--- src/rtl/bitonic_sort_pipe.sv ---
// Pipelined bitonic sorter: N = 2**LOG2_N unsigned keys, one register per column.
// Define SORT_INDEX_EN to carry original-position tags (out_idx) with the keys.
module bitonic_sort_pipe #(
  parameter int DATA_W = 8,
  parameter int LOG2_N = 4
) (
  input  logic                             clk,
  input  logic                             rst,
  input  logic                             in_valid,
  output logic                             in_ready,
  input  logic                             in_desc,
  input  logic [(2**LOG2_N)*DATA_W-1:0]    in_data,
  output logic                             out_valid,
  input  logic                             out_ready,
  output logic                             out_desc,
  output logic [(2**LOG2_N)*DATA_W-1:0]    out_data
`ifdef SORT_INDEX_EN
  ,
  output logic [(2**LOG2_N)*LOG2_N-1:0]    out_idx
`endif
);

  localparam int N = 2 ** LOG2_N;
  localparam int S = LOG2_N * (LOG2_N + 1) / 2;
`ifdef SORT_INDEX_EN
  localparam int IDX_W = LOG2_N;
`endif

  logic [S-1:0]      v_q;
  logic [S-1:0]      v_d;
  logic              adv;
  logic [DATA_W-1:0] in_key [N];
  logic [DATA_W-1:0] key_d  [S][N];
  logic [DATA_W-1:0] key_q  [S][N];
  logic              desc_d [S];
  logic              desc_q [S];
`ifdef SORT_INDEX_EN
  logic [IDX_W-1:0]  in_tag [N];
  logic [IDX_W-1:0]  idx_d  [S][N];
  logic [IDX_W-1:0]  idx_q  [S][N];
`endif

  assign adv       = out_ready | ~v_q[S-1];
  assign in_ready  = adv;
  assign out_valid = v_q[S-1];
  assign out_desc  = desc_q[S-1];

  for (genvar i = 0; i < N; i++) begin : g_io
    assign in_key[i] = in_data[i*DATA_W +: DATA_W];
    assign out_data[i*DATA_W +: DATA_W] = key_q[S-1][i];
`ifdef SORT_INDEX_EN
    assign in_tag[i] = IDX_W'(i);
    assign out_idx[i*IDX_W +: IDX_W] = idx_q[S-1][i];
`endif
  end

  for (genvar k = 1; k <= LOG2_N; k++) begin : g_stage
    for (genvar jj = 0; jj < k; jj++) begin : g_col
      localparam int C = k * (k - 1) / 2 + jj;
      localparam int J = k - 1 - jj;

      logic [DATA_W-1:0] cin [N];
`ifdef SORT_INDEX_EN
      logic [IDX_W-1:0]  tin [N];
`endif

      if (C == 0) begin : g_d0
        assign desc_d[C] = in_desc;
      end else begin : g_dq
        assign desc_d[C] = desc_q[C-1];
      end

      for (genvar i = 0; i < N; i++) begin : g_in
        if (C == 0) begin : g_s0
          assign cin[i] = in_key[i];
`ifdef SORT_INDEX_EN
          assign tin[i] = in_tag[i];
`endif
        end else begin : g_sq
          assign cin[i] = key_q[C-1][i];
`ifdef SORT_INDEX_EN
          assign tin[i] = idx_q[C-1][i];
`endif
        end
      end

      for (genvar i = 0; i < N; i++) begin : g_pair
        if (((i >> J) & 1) == 0) begin : g_cx
          localparam int P  = i + (1 << J);
          localparam bit UP = ((i >> k) & 1) == 0;

          logic dn;
          logic swap;

          assign dn   = desc_d[C] ^ (UP ? 1'b0 : 1'b1);
          assign swap = dn ? (cin[i] < cin[P])
                           : (cin[i] > cin[P]);

          assign key_d[C][i] = swap ? cin[P] : cin[i];
          assign key_d[C][P] = swap ? cin[i] : cin[P];
`ifdef SORT_INDEX_EN
          assign idx_d[C][i] = swap ? tin[P] : tin[i];
          assign idx_d[C][P] = swap ? tin[i] : tin[P];
`endif
        end
      end
    end
  end

  // next valid vector: shift toward the output, new entry at stage 0
  always_comb begin
    v_d    = v_q << 1;
    v_d[0] = in_valid;
  end

  // valid chain: cleared on reset, moves only when the pipe advances
  always_ff @(posedge clk) begin
    if (rst) begin
      v_q <= '0;
    end else if (adv) begin
      v_q <= v_d;
    end
  end

  // payload registers: unreset, load on every advance
  always_ff @(posedge clk) begin
    if (adv) begin
      key_q  <= key_d;
      desc_q <= desc_d;
`ifdef SORT_INDEX_EN
      idx_q  <= idx_d;
`endif
    end
  end

endmodule

--- config.mk ---
export PLATFORM = sky130hd
export DESIGN_NAME = bitonic_sort_pipe
export DESIGN_NICKNAME = d
export VERILOG_FILES = /design/src/rtl/bitonic_sort_pipe.sv
export SDC_FILE = /design/constraint.sdc
export NUM_CORES = 2
export LEC_CHECK = 0
export CORE_ASPECT_RATIO = 0.5
export CORE_MARGIN = 2
export CORE_UTILIZATION = 30
export CTS_BUF_LIST = sky130_fd_sc_hd__clkbuf_4
export CTS_CLUSTER_SIZE = 30
export DETAILED_ROUTE_END_ITERATION = 8
export HOLD_SLACK_MARGIN = 0.1
export PLACE_DENSITY_LB_ADDON = 0.3
export SYNTH_ARGS = -nofsm -noshare
export SYNTH_HDL_FRONTEND = slang
export SYNTH_SLANG_ARGS = --single-unit
--- constraint.sdc ---
create_clock -name clk -period 48.8 [get_ports clk]
set_input_delay 9.76 -clock clk [delete_from_list [all_inputs] [get_ports clk]]
set_output_delay 9.76 -clock clk [all_outputs]
set_load 0.05 [all_outputs]
# After elaboration in Yosys (flattened, before gate mapping)

Cells that the tools add are included.

Bits in registers: 1300
Bits in latches: 0
RAM bits: 0
Bits in read-only memories: 0
Input port bits: 133
Output and inout bits: 131
Word-level logic and storage cells: 573
Memories: 0

Add/sub/neg operators: 0
$mul: 0
Divide/modulo/power cells: 0
Order comparisons: 160
Equal/unequal tests: 0
Shift operators: 0
Muxes and demuxes: 240
Bitwise logic cells: 2
Reduce and logical (&&, ||, !) cells: 0

Operator list:

| kind       | count |
|---|---|
| $mux 8     | 160 |
| $gt 8x8->1 | 80 |
| $lt 8x8->1 | 80 |
| $mux 1     | 80 |
| $not 1->1  | 1 |
| $or 1x1->1 | 1 |

# Longest topological paths before layout

Depth in word-level cells: 3
Depth in mapped cells: 9

# Worst setup path before layout

Ideal clock, no wire load.

Path kind: input -> register
From: input out_ready
To: register key_q (netlist bit g_stage[2].g_col[0].cin[0]), enable pin
Data arrival time: 33416 ps
Required time: 38830 ps
Slack: 5414 ps
Cell stages on the path: 2
Path buffers: 0
Cells stage by stage: nor2b_1 clkinv_1

Word-level cells in the longest chain between the ends: 1

RTL lines:

| element              | line | text |
|---|---|---|
| start, declared      | 14   | `input logic out_ready,` |
| $or 1x1->1           | 43   | `assign adv = out_ready \| ~v_q[S-1];` |
| net in_ready         | 10   | `output logic in_ready,` |
| end signal, assigned | 128  | `key_q <= key_d;` |
| end, declared        | 34   | `logic [DATA_W-1:0] key_q [S][N];` |

The timed path passes the listed nets, and every way through them passes these cells.
A chain may end at the register's enable or synchronous reset.

# Final worst setup path

From: input out_ready
To: output in_ready

Word-level cells in the longest chain between the ends: 1

RTL lines:

| element       | line |
|---|---|
| $or 1x1->1    | 43 |
| end, declared | 10 |

Every way passes these cells.

==> results.toml <==
[clock_tree]
cts_setup_buffers = 0
numCtsBuffers = 335
hold_buffers = 0
root_buffer = "clkbuf_4"
clock-sinks = 1300
cts.path.max_buffers = 4
cts.clk_slew.worst_paths_ns = 0.06
cts_tree = "built"
worstSkewPairLatency_ns = 1.18
cts_resized = 0
ctsHtreeMaxLevel = 5

[place]
placed_cells = 8701
hpwlAfterDp_microns = 136100
port_buffers = 263
gp_congestion = 0.8331

[global_routing]
gr-usage-met1_pct = 19.38
grt-ovfl-total = 0
grt_pass1_vias = 42630
track_usage_pct = 13.73
use_met3_pct = 2.339
busiest_layer = "met2"
grt_pass1_wl_microns = 264200
grt_max_degree = 157
antenna_found_initial = 14
grt.met2_usage_pct = 21.77

[yosys]
synthDistinctLibCells = 38
synth_top_flop_cell = "edfxtp_1"
syn_inst = 5284
synth-seq-cells = 1300
synth_area_leaders = "edfxtp_1 (52%), mux2_2 (14%), ha_1 (11%)"
yosys_warnings = 0
yosys.area.top_type = "edfxtp_1"
synth_fp_nets = 6057
yosysSeqAreaShare_pct = 52.39
synth_edf_count = 1290
synth.avg_cell_area_sq_um = 14.07
synth_top_area_share_pct = 52.12
synth_area_sq_mm = 0.07432
async_flop_share_pct = 0

[critical_path]
path_class = "in -> out"
endpoint_kind = "output pin"
cp.arrival_ns = 12.15
worstPathMaxFanout = 85
worst_setup_path_start_kind = "input port"
required_ns = 39.04

[drt]
avgRoutedWirePerCell_microns = 19.00
drtIter0Drc = 2392
routed_wl_microns = 176000
first_pass_iters = 5
vias_per_cell = 4.612
num_vias = 42720
ant_nets = 0
drc = 0

[pwr]
p_per_area_mw_per_mm2 = 78.19
p_leak_uw = 0.03416
ir_drop_uv = 32.34

[timing]
worst_slew_pin_slew_ns = 1.298
setup_tns_ns = 0
hold_viol_final = 0
finalSetupViolations = 0
whs_ns = 0.4388
finalCriticalPeriod_ns = 21.91
slew_viol_final = 0
rsz0062_at_grt = "false"
fin_crit_sh_pct = 44.89
max_slew_margin_pct = 13.44
skew_ns = 0.09373
fmax_ghz = 0.04565

[final_layout]
num-fill-cells = 24120
fin_cells = 9263
drive_gt1_share_pct = 30.52
layout_commonest_cell = "edfxtp_1"
final_cell_mix = "edfxtp_1 (1290), mux2_2 (952), inv_1 (662)"
fin_nets = 6536
syn_to_final_growth_pct = 12.98
fin_util_pct = 34.03

[die]
die_width_microns = 707.9
start_util_pct = 30.12
num_io_pins = 264
die_area_sq_mm = 0.2520
rows = 129
core-area_sq_mm = 0.2468
die_h_microns = 356.0

[job]
cap_violations = 0

[run_status]
status = "finished clean"

[hold_path]
hold_path_class = "reg -> reg"
## final timing paths
kind / from / to / slack [ns] / depth (start not counted)
max reg2reg: v_q[9]$_SDFFE_PP0P_ / g_stage[2].g_col[0].cin[44]$_DFFE_PP_ / 43.31 / 7
max: out_ready / in_ready / 26.89 / 4
min reg2reg: v_q[0]$_SDFFE_PP0P_ / v_q[1]$_SDFFE_PP0P_ / 0.44 / 2
min: v_q[0]$_SDFFE_PP0P_ / v_q[1]$_SDFFE_PP0P_ / 0.44 / 2
## critical path, cell delays in order
cell	delay (ns)
clkdlybuf4s50_1	0.40
nor2b_1	0.74
inv_8	0.41
clkdlybuf4s50_1	0.82
## stage by stage
| stage | setup WS (ns) | power [uW] | area, sq um |
|---|---|---|---|
| floorplan | 5.414 | 4789 | 74320 |
| global placement | 26.88 | 5659 | 79940 |
| detailed placement | 26.87 | 5687 | 79940 |
| CTS | 26.86 | 6654 | 83960 |
| global route | 26.77 | 7048 | 83970 |
| finish | 26.89 | 6566 | 83970 |
## cell families after synthesis
kind of cell,synth area share (%)
AOI/OAI and AO/OA,6.262
buffers and inverters,5.288
and+or+nand+nor,4.581
muxes,20.71
DFF,52.39
adders and majority gates,10.77
## state kept, by name, indices dropped and copies added, names as in the netlist
name                          flops
g_stage.g_col.cin              1152
v_q                              10
out_desc                          1
out_data                        128
g_stage.g_col.g_pair.g_cx.dn      9
## per-layer routing
layer | up-vias | wire length [microns] | share of wire, %
met2 | 700 | 78900 | 45
met4 | 12 | 3351 | 1.9
li1 | 21150 | - | -
met5 | - | 84 | 0.048
met1 | 20610 | 86720 | 49
met3 | 245 | 6898 | 3.9
## cell type report
type | count | area, sq um | area share [%]
Antenna cell | 5 | 12.51 | 0.01490
Clock buffer | 459 | 3446 | 4.104
Multi-Input combinational cell | 3158 | 31460 | 37.46
Tap cell | 3275 | 4098 | 4.880
Inverter | 666 | 2507 | 2.986
Clock inverter | 98 | 575.6 | 0.6854
Sequential cell | 1300 | 38940 | 46.37
Timing Repair Buffer | 302 | 2938 | 3.499
## cell usage after synthesis, drive strengths merged, types with 24 or more instances
cell type,count
o21a,32
nor2,118
buf,151
a211o,36
a311o,24
and3,24
nand3,24
inv,665
nand2b,32
a211oi,56
edfxtp,1290
ha,640
nor3,49
nor2b,81
a21oi,205
nand4,160
mux2,1280
a21o,100
and2,32
o211ai,84
nand2,58
o21ai,31
a221oi,44
## report_power, final
group / switching [uW] / leakage (uW) / internal (uW)
Sequential: 508 / 0.0137 / 2020
Combinational: 1550 / 0.0180 / 1580
Clock: 446 / 0.00240 / 466
No activity file was read; power rests on OpenSTA's default activity.
